### src/rtl/npu_pkg.sv
// Shared NPU definitions: FC1 layer geometry and the weight-stream sequencer states.
package npu_pkg;

    // Sequencer states, visible on the debug port of fc1_wstream_sched.
    typedef enum logic [1:0] {
        IDLE   = 2'd0,
        STREAM = 2'd1,
        FINISH = 2'd2
    } fc1s_state_e;

    // Processing elements in the FCN; one signed weight byte per PE per group.
    localparam int NUM_PE = 4;

    // FC1 layer shape.
    localparam int IN1_N  = 132;
    localparam int OUT1_M = 10;

    // Weight groups streamed per inference.
    localparam int FC1_N_WORDS = IN1_N * OUT1_M / NUM_PE;

    // Weight SRAM word-address width and group counter width (2^CNT_W > N_WORDS).
    localparam int FC1_ADDR_W = 12;
    localparam int FC1_CNT_W  = 9;

endpackage

### src/rtl/fc1_wstream_sched_if.sv
// Bus bundle of the FC1 weight streamer: weight SRAM read port plus the
// fc1_w group stream into the FCN.
//
// Handshake: w_valid/w_ready is a strict valid/ready pair. A group moves on
// every rising edge where both are high. Once w_valid rises it stays high and
// w_data stays stable until that transfer happens, except that an abort may
// withdraw w_valid. The SRAM port has no handshake: mem_rdata is valid the
// cycle after mem_re.
interface fc1_wstream_sched_if #(
    parameter int ADDR_W = 12,
    parameter int NUM_PE = 4
);
    logic                  mem_re;
    logic [ADDR_W-1:0]     mem_addr;
    logic [8*NUM_PE-1:0]   mem_rdata;
    logic [8*NUM_PE-1:0]   w_data;
    logic                  w_valid;
    logic                  w_ready;

    // Sequencer side: drives SRAM reads and the group stream.
    modport master (
        output mem_re, mem_addr, w_data, w_valid,
        input  mem_rdata, w_ready
    );

    // SRAM/FCN side.
    modport slave (
        input  mem_re, mem_addr, w_data, w_valid,
        output mem_rdata, w_ready
    );
endinterface

### src/rtl/wstream_fifo.sv
// Two-entry synchronous FIFO with a registered head entry. The head register
// drives w_data directly, so the group stays stable while the consumer stalls.
module wstream_fifo #(
    parameter int W = 32
) (
    input  logic         clk,
    input  logic         rst,
    input  logic         push,
    input  logic         pop,
    input  logic         flush,
    input  logic [W-1:0] din,
    output logic [W-1:0] head,
    output logic [1:0]   count
);

    logic [W-1:0] tail_q;

    // Head/tail entries and occupancy; flush empties the buffer without touching data.
    always_ff @(posedge clk or posedge rst) begin
        if (rst) begin
            head   <= '0;
            tail_q <= '0;
            count  <= 2'd0;
        end else if (flush) begin
            count <= 2'd0;
        end else begin
            unique case ({push, pop})
                2'b10: begin
                    if (count == 2'd0) head <= din;
                    else               tail_q <= din;
                    count <= count + 2'd1;
                end
                2'b01: begin
                    head  <= tail_q;
                    count <= count - 2'd1;
                end
                2'b11: begin
                    if (count == 2'd1) begin
                        head <= din;
                    end else begin
                        head   <= tail_q;
                        tail_q <= din;
                    end
                end
                default: ;
            endcase
        end
    end

    // Credit accounting upstream must never let a push land on a full buffer.
    a_no_push_when_full: assert property (@(posedge clk) disable iff (rst)
        !(push && !flush && count == 2'd2));

    // Popping an empty buffer would mean w_valid was wrong.
    a_no_pop_when_empty: assert property (@(posedge clk) disable iff (rst)
        !(pop && !flush && count == 2'd0));

endmodule

### src/rtl/fc1_wstream_sched.sv
// FC1 weight-stream sequencer: reads N_WORDS consecutive SRAM words starting
// at base_addr and presents them as groups on the fc1_w stream, prefetching
// through a 2-entry buffer so the stream can move one group per cycle.
module fc1_wstream_sched
    import npu_pkg::*;
#(
    parameter int ADDR_W  = FC1_ADDR_W,
    parameter int N_WORDS = FC1_N_WORDS,
    parameter int CNT_W   = FC1_CNT_W
) (
    input  logic                 clk,
    input  logic                 rst,
    input  logic                 start,
    input  logic                 abort,
    input  logic [ADDR_W-1:0]    base_addr,
    fc1_wstream_sched_if.master  bus,
    output logic                 busy,
    output logic                 done,
    output logic [CNT_W-1:0]     words_sent,
    output fc1s_state_e          dbg_state
);

    fc1s_state_e          state_q, state_d;
    logic [ADDR_W-1:0]    base_q;
    logic [CNT_W-1:0]     issued_q;
    logic [CNT_W-1:0]     sent_q;
    logic                 inflight_q;
    logic [1:0]           fifo_count;
    logic                 mem_re;
    logic                 start_acc;
    logic                 abort_acc;
    logic                 pop;
    logic                 push;
    logic                 flush;
    logic                 last_xfer;
    logic                 read_ok;
    logic [2:0]           credit_used;

    // abort beats start in IDLE; abort only matters once a stream exists.
    assign start_acc = (state_q == IDLE) && start && !abort;
    assign abort_acc = (state_q != IDLE) && abort;

    assign pop       = bus.w_valid && bus.w_ready;
    assign push      = inflight_q && (state_q == STREAM) && !abort_acc;
    assign flush     = start_acc || abort_acc;
    assign last_xfer = pop && (sent_q == CNT_W'(N_WORDS - 1));

    // Slots already claimed after this cycle's pop: buffered plus returning data.
    assign credit_used = 3'(fifo_count) + 3'(inflight_q) - 3'(pop);
    assign read_ok     = (issued_q < CNT_W'(N_WORDS)) && (credit_used < 3'd2);

    assign bus.mem_re   = mem_re;
    assign bus.mem_addr = base_q + ADDR_W'(issued_q);
    assign bus.w_valid  = (fifo_count != 2'd0);
    assign words_sent   = sent_q;
    assign dbg_state    = state_q;

    // State register.
    always_ff @(posedge clk or posedge rst) begin
        if (rst) state_q <= IDLE;
        else     state_q <= state_d;
    end

    // Next-state and per-state outputs.
    always_comb begin
        state_d = state_q;
        mem_re  = 1'b0;
        busy    = 1'b0;
        done    = 1'b0;
        unique case (state_q)
            IDLE: begin
                if (start_acc) state_d = STREAM;
            end
            STREAM: begin
                busy   = 1'b1;
                mem_re = read_ok && !abort;
                if (abort)          state_d = IDLE;
                else if (last_xfer) state_d = FINISH;
            end
            FINISH: begin
                busy    = 1'b1;
                done    = !abort;
                state_d = IDLE;
            end
            default: state_d = IDLE;
        endcase
    end

    // Stream counters, latched base address and the in-flight read flag.
    always_ff @(posedge clk or posedge rst) begin
        if (rst) begin
            base_q     <= '0;
            issued_q   <= '0;
            sent_q     <= '0;
            inflight_q <= 1'b0;
        end else begin
            inflight_q <= mem_re;
            if (start_acc) begin
                base_q   <= base_addr;
                issued_q <= '0;
                sent_q   <= '0;
            end else begin
                if (mem_re)                      issued_q <= issued_q + 1'b1;
                if (pop && (state_q == STREAM))  sent_q   <= sent_q + 1'b1;
            end
        end
    end

    wstream_fifo #(.W(8 * NUM_PE)) u_fifo (
        .clk   (clk),
        .rst   (rst),
        .push  (push),
        .pop   (pop),
        .flush (flush),
        .din   (bus.mem_rdata),
        .head  (bus.w_data),
        .count (fifo_count)
    );

endmodule

### src/flat_wrapper.sv
// flat-port wrapper written by rule: the top's interface ports become plain ports
module fc1_wstream_sched_flat import npu_pkg::*;
#(
    parameter int ADDR_W  = FC1_ADDR_W,
    parameter int N_WORDS = FC1_N_WORDS,
    parameter int CNT_W   = FC1_CNT_W
)
  (clk, rst, start, abort, base_addr, busy, done, words_sent, dbg_state, bus_mem_re, bus_mem_addr, bus_w_data, bus_w_valid, bus_mem_rdata, bus_w_ready);
  fc1_wstream_sched_if #(.ADDR_W(ADDR_W), .NUM_PE(NUM_PE)) bus_i ();
  input  logic clk;
  input  logic rst;
  input  logic start;
  input  logic abort;
  input  logic [ADDR_W-1:0] base_addr;
  output logic busy;
  output logic done;
  output logic [CNT_W-1:0] words_sent;
  output fc1s_state_e dbg_state;
  output wire logic [$bits(bus_i.mem_re)-1:0] bus_mem_re;
  output wire logic [$bits(bus_i.mem_addr)-1:0] bus_mem_addr;
  output wire logic [$bits(bus_i.w_data)-1:0] bus_w_data;
  output wire logic [$bits(bus_i.w_valid)-1:0] bus_w_valid;
  input wire logic [$bits(bus_i.mem_rdata)-1:0] bus_mem_rdata;
  input wire logic [$bits(bus_i.w_ready)-1:0] bus_w_ready;
  assign bus_mem_re = bus_i.mem_re;
  assign bus_mem_addr = bus_i.mem_addr;
  assign bus_w_data = bus_i.w_data;
  assign bus_w_valid = bus_i.w_valid;
  assign bus_i.mem_rdata = bus_mem_rdata;
  assign bus_i.w_ready = bus_w_ready;
  fc1_wstream_sched #(.ADDR_W(ADDR_W), .N_WORDS(N_WORDS), .CNT_W(CNT_W)) u_core (.clk(clk), .rst(rst), .start(start), .abort(abort), .base_addr(base_addr), .bus(bus_i), .busy(busy), .done(done), .words_sent(words_sent), .dbg_state(dbg_state));
endmodule
### config.mk
export PLATFORM = sky130hd
export DESIGN_NAME = fc1_wstream_sched_flat
export DESIGN_NICKNAME = d
export VERILOG_FILES = /design/src/rtl/npu_pkg.sv /design/src/rtl/fc1_wstream_sched_if.sv /design/src/rtl/wstream_fifo.sv /design/src/rtl/fc1_wstream_sched.sv /design/src/flat_wrapper.sv
export SDC_FILE = /design/constraint.sdc
export NUM_CORES = 1
export LEC_CHECK = 0
export BUFFER_PORTS_ARGS = -buffer_cell sky130_fd_sc_hd__buf_2
export CORE_ASPECT_RATIO = 0.6
export CORE_MARGIN = 3
export CORE_UTILIZATION = 54
export DETAILED_ROUTE_END_ITERATION = 16
export PLACE_DENSITY_LB_ADDON = 0.15
export REMOVE_ABC_BUFFERS = 1
export SKIP_CTS_REPAIR_TIMING = 1
export SKIP_LAST_GASP = 1
export SLEW_MARGIN = 20
export SYNTH_ARGS = -nofsm -noshare
export SYNTH_HDL_FRONTEND = slang
export SYNTH_SLANG_ARGS = --single-unit
### constraint.sdc
create_clock -name clk -period 3.2 [get_ports clk]
set_input_delay 0.16 -clock clk [delete_from_list [all_inputs] [get_ports clk]]
set_output_delay 0.16 -clock clk [all_outputs]
set_load 0.01 [all_outputs]
## Yosys cells after proc, flatten, opt, wreduce, memory -nomap -nowiden

Cells that the tools add are included.

| word-level totals | value |
|---|---|
| bits in registers | 99 |
| input port bits | 49 |
| output and inout bits | 59 |

| operators by class | value |
|---|---|
| add/sub/neg operators | 7 |
| magnitude comparators | 2 |
| eq/ne operators | 12 |
| multiplexer cells | 19 |
| bitwise logic cells | 1 |
| reductions and logical operators | 26 |

Operator list:

| kind | number |
|---|---|
| $mux W32 | 4 |
| $pmux W32 S3 | 1 |
| $pmux W32 S2 | 1 |
| $mux W9 | 4 |
| $add A9 B1 Y9 const B | 2 |
| $add A12 B9 Y12 | 1 |
| $logic_and A1 B1 Y1 | 10 |
| $reduce_bool A2 Y1 | 5 |
| $eq A9 B9 Y1 const B | 1 |
| $lt A9 B9 Y1 const B | 1 |
| $mux W2 | 4 |
| $pmux W2 S2 | 2 |
| $eq A2 B1 Y1 const B | 3 |
| $eq A2 B2 Y1 const B | 3 |
| $ne A2 B2 Y1 const B | 3 |
| $reduce_bool A3 Y1 | 2 |
| $logic_not A2 Y1 | 2 |
| $reduce_and A4 Y1 | 1 |
| $add A2 B1 Y3 | 1 |
| $lt A3 B2 Y1 const B | 1 |
| $mux W1 | 3 |
| $ne A3 B2 Y1 const B | 1 |
| $reduce_and A3 Y1 | 1 |
| $sub A3 B1 Y3 | 1 |
| 8 further kinds | 9 |

## Logic depth before layout (Yosys ltp)

| depth | value |
|---|---|
| word-level depth | 9 |
| gate-level depth with buffers | 12 |
| gate-level depth less buffers | 11 |

## Cells and area by module

From an unflattened synthesis, not the netlist that was laid out.

| second synthesis, totals | value |
|---|---|
| cells, all modules | 422 |
| area total of the unflattened synthesis | 5490.3 sq um |

By module, submodules not included:

| module | times used | cells an instance | area each (sq um) | sequential area each (sq um) |
|---|---|---|---|---|
| wstream_fifo | 1 | 191 | 3340.7 | 1651.6 |
| fc1_wstream_sched | 1 | 231 | 2149.6 | 825.8 |

## Least setup slack after synthesis

Ideal clock, no wire load.

| timing | value |
|---|---|
| path type | register -> register |
| from | reg u_core.u_fifo.count[1] |
| to | reg u_core.issued_q[0] |
| setup time | 132 ps |
| data arrival time | 2716 ps |
| data required time | 3068 ps |
| slack | 352 ps |
| cell stages (with the launch flop) | 13 |
| cells stage by stage | dfrtp_1 inv_1 ha_1 nor2b_1 clkbuf_2 ha_1 nand2b_1 fa_1 nand3b_1 or2_2 nor2_1 xnor2_1 nor2_1 |

| between the ends | value |
|---|---|
| cells in the longest elaborated chain, start to end | 8 |
| elaborated cells between the ends (all ways) | 9 |
| classes of those cells | 2 x add/sub; 1 x order compare; 1 x mux; 5 x reduce/logical |

RTL lines:

| what | line | RTL |
|---|---|---|
| from (decl) | wstream_fifo.sv:13 | `output logic [1:0] count` |
| from (signal assigned) | wstream_fifo.sv:31 | `count <= count + 2'd1;` |
| from (signal assigned) | wstream_fifo.sv:35 | `count <= count - 2'd1;` |
| branches (longest 2 deep; another with $add A2 B1 Y3) | n/a |  |
| $sub A3 B1 Y3 * | fc1_wstream_sched.sv:49 | `assign credit_used = 3'(fifo_count) + 3'(inflight_q) - 3'(pop);` |
| $lt A3 B2 Y1 * | fc1_wstream_sched.sv:50 | `assign read_ok = (issued_q < CNT_W'(N_WORDS)) && (credit_used < 3'd2);` |
| $logic_and A1 B1 Y1 * | fc1_wstream_sched.sv:50 |  |
| $logic_and A1 B1 Y1 * | fc1_wstream_sched.sv:76 | `mem_re = read_ok && !abort;` |
| $mux W1 * | fc1_wstream_sched.sv:70 | `unique case (state_q)` |
| via bus_mem_re | flat_wrapper.sv:19 | `output wire logic [$bits(bus_i.mem_re)-1:0] bus_mem_re;` |
| $reduce_bool A2 Y1 (no line) * | n/a |  |
| to (signal assigned) | fc1_wstream_sched.sv:103 | `if (mem_re) issued_q <= issued_q + 1'b1;` |
| to (decl) | fc1_wstream_sched.sv:25 | `logic [CNT_W-1:0] issued_q;` |

Mark *: on every way through the listed nets, which the timed path passes.
A chain may end at the register's enable or synchronous reset.

## Worst setup path in the final report

| timing | value |
|---|---|
| from | reg u_core.u_fifo.count[1] |
| to | out bus_mem_re |

| between the ends | value |
|---|---|
| cells in the longest elaborated chain, start to end | 7 |
| elaborated cells between the ends (all ways) | 8 |
| classes of those cells | 2 x add/sub; 1 x order compare; 1 x mux; 4 x reduce/logical |

RTL lines:

| what | line |
|---|---|
| branches (longest 2 deep; another with $add A2 B1 Y3) | n/a |
| $sub A3 B1 Y3 * | fc1_wstream_sched.sv:49 |
| $lt A3 B2 Y1 * | fc1_wstream_sched.sv:50 |
| $logic_and A1 B1 Y1 * | fc1_wstream_sched.sv:50 |
| $logic_and A1 B1 Y1 * | fc1_wstream_sched.sv:76 |
| $mux W1 * | fc1_wstream_sched.sv:70 |
| to (decl) | flat_wrapper.sv:19 |

Mark *: on every way between the ends.

==> results.json <==
{
  "slew_headroom_pct": 49.3,
  "syn_area_sq_mm": 0.00484,
  "dpl.cell_count": 680,
  "cts_max_path_buffers": 2,
  "path_class": "register to primary output",
  "cts.sinks": 99,
  "clockRootBuffer": "clkbuf_16",
  "crit_fanout": 5,
  "top_usage_layer": "met2",
  "gp_congestion": 0.845,
  "postSynth.asyncResetShare_pct": 100,
  "hold_ws_ps": -42.6,
  "crit_required_ps": 3040,
  "leakagePower_nw": 2.89,
  "yosys_most_used_dff": "dfrtp_1",
  "drv_slew": 0,
  "drc": 0,
  "crit_path_start_kind": "register",
  "final_hold_viol_count": 59,
  "grt_pass1_wl_um": 18000,
  "yosysWarnings": 0,
  "cts_tree": "yes",
  "slowest_stage": "fa_1",
  "grt_pass1_vias": 3749,
  "grt.total_usage_pct": 22.2,
  "gr-usage-met3_pct": 5.51,
  "gr-total-overflow": 0,
  "placed_area_sq_mm": 0.00553,
  "via_count": 3845,
  "cts_buffers": 9,
  "setup_viol": 0,
  "initial_core_util_pct": 56.1,
  "critPathMaxStageDelay_ps": 490,
  "drive_gt1_share_pct": 29.2,
  "hold_path_class": "primary input to async pin",
  "firstDrtPassIters": 5,
  "critPathCaptureType": "primary output",
  "powerDensity_mw_per_mm2": 856,
  "synth_seq_area_share_pct": 51.2,
  "antenna_found_initial": 1,
  "final_nets": 654,
  "syn_inst": 471,
  "finalNonFillerCells": 698,
  "cp.arrival_ps": 2840,
  "cpMostUsedCell": "ha_1",
  "status": "finished, violations left",
  "drt_iter0_markers": 193,
  "final_area_sq_mm": 0.00584,
  "layout_min_cycle_time_ps": 3000,
  "use_met1_pct": 31.6,
  "path_clk_slew_ps": 70,
  "finClkSkew_ps": 7.48,
  "cp_cell_sequence": "inv_1 > ha_1 > nor2b_1 > ha_1 > nand2b_1 > fa_1 > nand3b_1 > or2_2 > nor2_4 > buf_2",
  "ir_drop_v": 0.000445,
  "io_pins": 108,
  "synth-seq-cells": 99,
  "clock_latency_ps": 340,
  "most-common-layout-cells": "buf_2 (107), dfrtp_1 (99), nor2_1 (60), nand2_1 (44), a21oi_1 (42)",
  "drv_cap": 0,
  "finalCritPeriodShare_pct": 93.9,
  "syn_to_final_growth_pct": 20.7,
  "synth-edff-count": 0,
  "wl_um": 10900,
  "synth.distinct_cells": 42,
  "detail-route-antenna-nets": 0,
  "worst_pin_slew_ps": 761,
  "die-area_sq_mm": 0.0102,
  "rsz0062_at_grt": "no",
  "core_sq_mm": 0.00862,
  "via_per_inst": 5.51,
  "final_common_cell": "buf_2",
  "die_x_um": 128,
  "htree_levels": 3,
  "power.total_w": 0.00500,
  "wl_per_cell_um": 15.6,
  "fmax_mhz": 333,
  "port_buffers": 107,
  "dp_hpwl_um": 7630,
  "grt_max_degree": 62,
  "num_rows": 26,
  "n_antenna_cell": 0,
  "die_h_um": 79.3,
  "violations": "negative hold slack",
  "synth.avg_cell_area_sq_um": 10.3,
  "met2_usage_pct": 34.2
}
[worst max-delay path, delay by kind of cell (launching register included)]
| kind | cells | cell delay (ps) |
|---|---|---|
| flops | 1 | 370 |
| buf+inv | 2 | 230 |
| fa+ha+maj | 3 | 970 |
| simple gates | 5 | 970 |
[path summary, 6_finish.rpt]
kind,startpoint,end,depth (start not counted),slack (ps)
max in group asynchronous,rst,u_core.dbg_state[0],3,2450
min in group clk,base_addr[11],u_core.base_q[11],3,10
max,u_core.u_fifo.count[1],bus_mem_re,10,200
max reg2reg,u_core.u_fifo.count[1],u_core.issued_q[6],10,380
min reg2reg,u_core.base_q[0],u_core.base_q[0],2,480
min,rst,u_core.u_fifo.tail_q[30],2,-40
[registers in the layout, summed over array words and instances (netlist names)]
register,count
u_core.issued_q,9
u_core.base_q,12
u_core.u_fifo.tail_q,32
u_core.dbg_state,2
u_core.u_fifo.count,2
u_core.words_sent,9
u_core.u_fifo.head,32
u_core.inflight_q,1
[cells in the mapped netlist, types with 11 or more instances]
master,n,area [sq um]
nor2_1,63,236
o21ai_0,11,55.1
dfrtp_1,99,2480
nand3_1,15,75.1
a22oi_1,33,248
mux2_2,29,327
a21oi_1,42,210
inv_1,15,56.3
ha_1,22,275
xor2_1,11,96.3
nand2_1,44,165
xnor2_1,14,123
buf_2,12,60.1
[cells by family after synthesis]
kind of cell    Yosys count  synth area share (%)
flops                    99                  51.2
mux                      32                  7.45
simple gates            155                  14.4
compound gates          101                  12.9
xor+xnor                 25                  4.53
fa+ha+maj                24                  6.52
buf+inv                  35                  3.05
[routing by layer]
layer / up-vias / share of wire, % / routed length [um]
met5: - / 0.12 / 13
met4: 2 / 1.0 / 112
met3: 13 / 6.4 / 696
met2: 115 / 45 / 4900
met1: 1862 / 48 / 5190
li1: 1853 / - / -
[through the flow]
stage	worst slack (ps)	hold WS [ps]	TNS, ps	utilization (%)
finish	195	-42.6	0	67.7
global route	25.3	10.5	0	67.7
CTS	-16.0	-10.0	-16.0	67.4
detailed placement	318	355	0	64.2
global placement	488	349	0	64.2
floorplan	161	265	0	-
[final cells by class]
class / count / area [sq um]
clock buffers: 11 / 243
clock inverters: 5 / 38.8
fillers: 685 / 2780
inverters: 15 / 58.8
multi-input cells: 337 / 2230
flip-flops and latches: 99 / 2480
well taps: 112 / 140
repair buffers: 119 / 651
[power by group]
part,leakage [nW],internal [W],switching (W)
clock,0.136,0.000551,0.000463
sequential,1.26,0.00172,0.000287
combinational,1.49,0.000863,0.00111
Note: power is estimated with default switching activity, not from simulation.
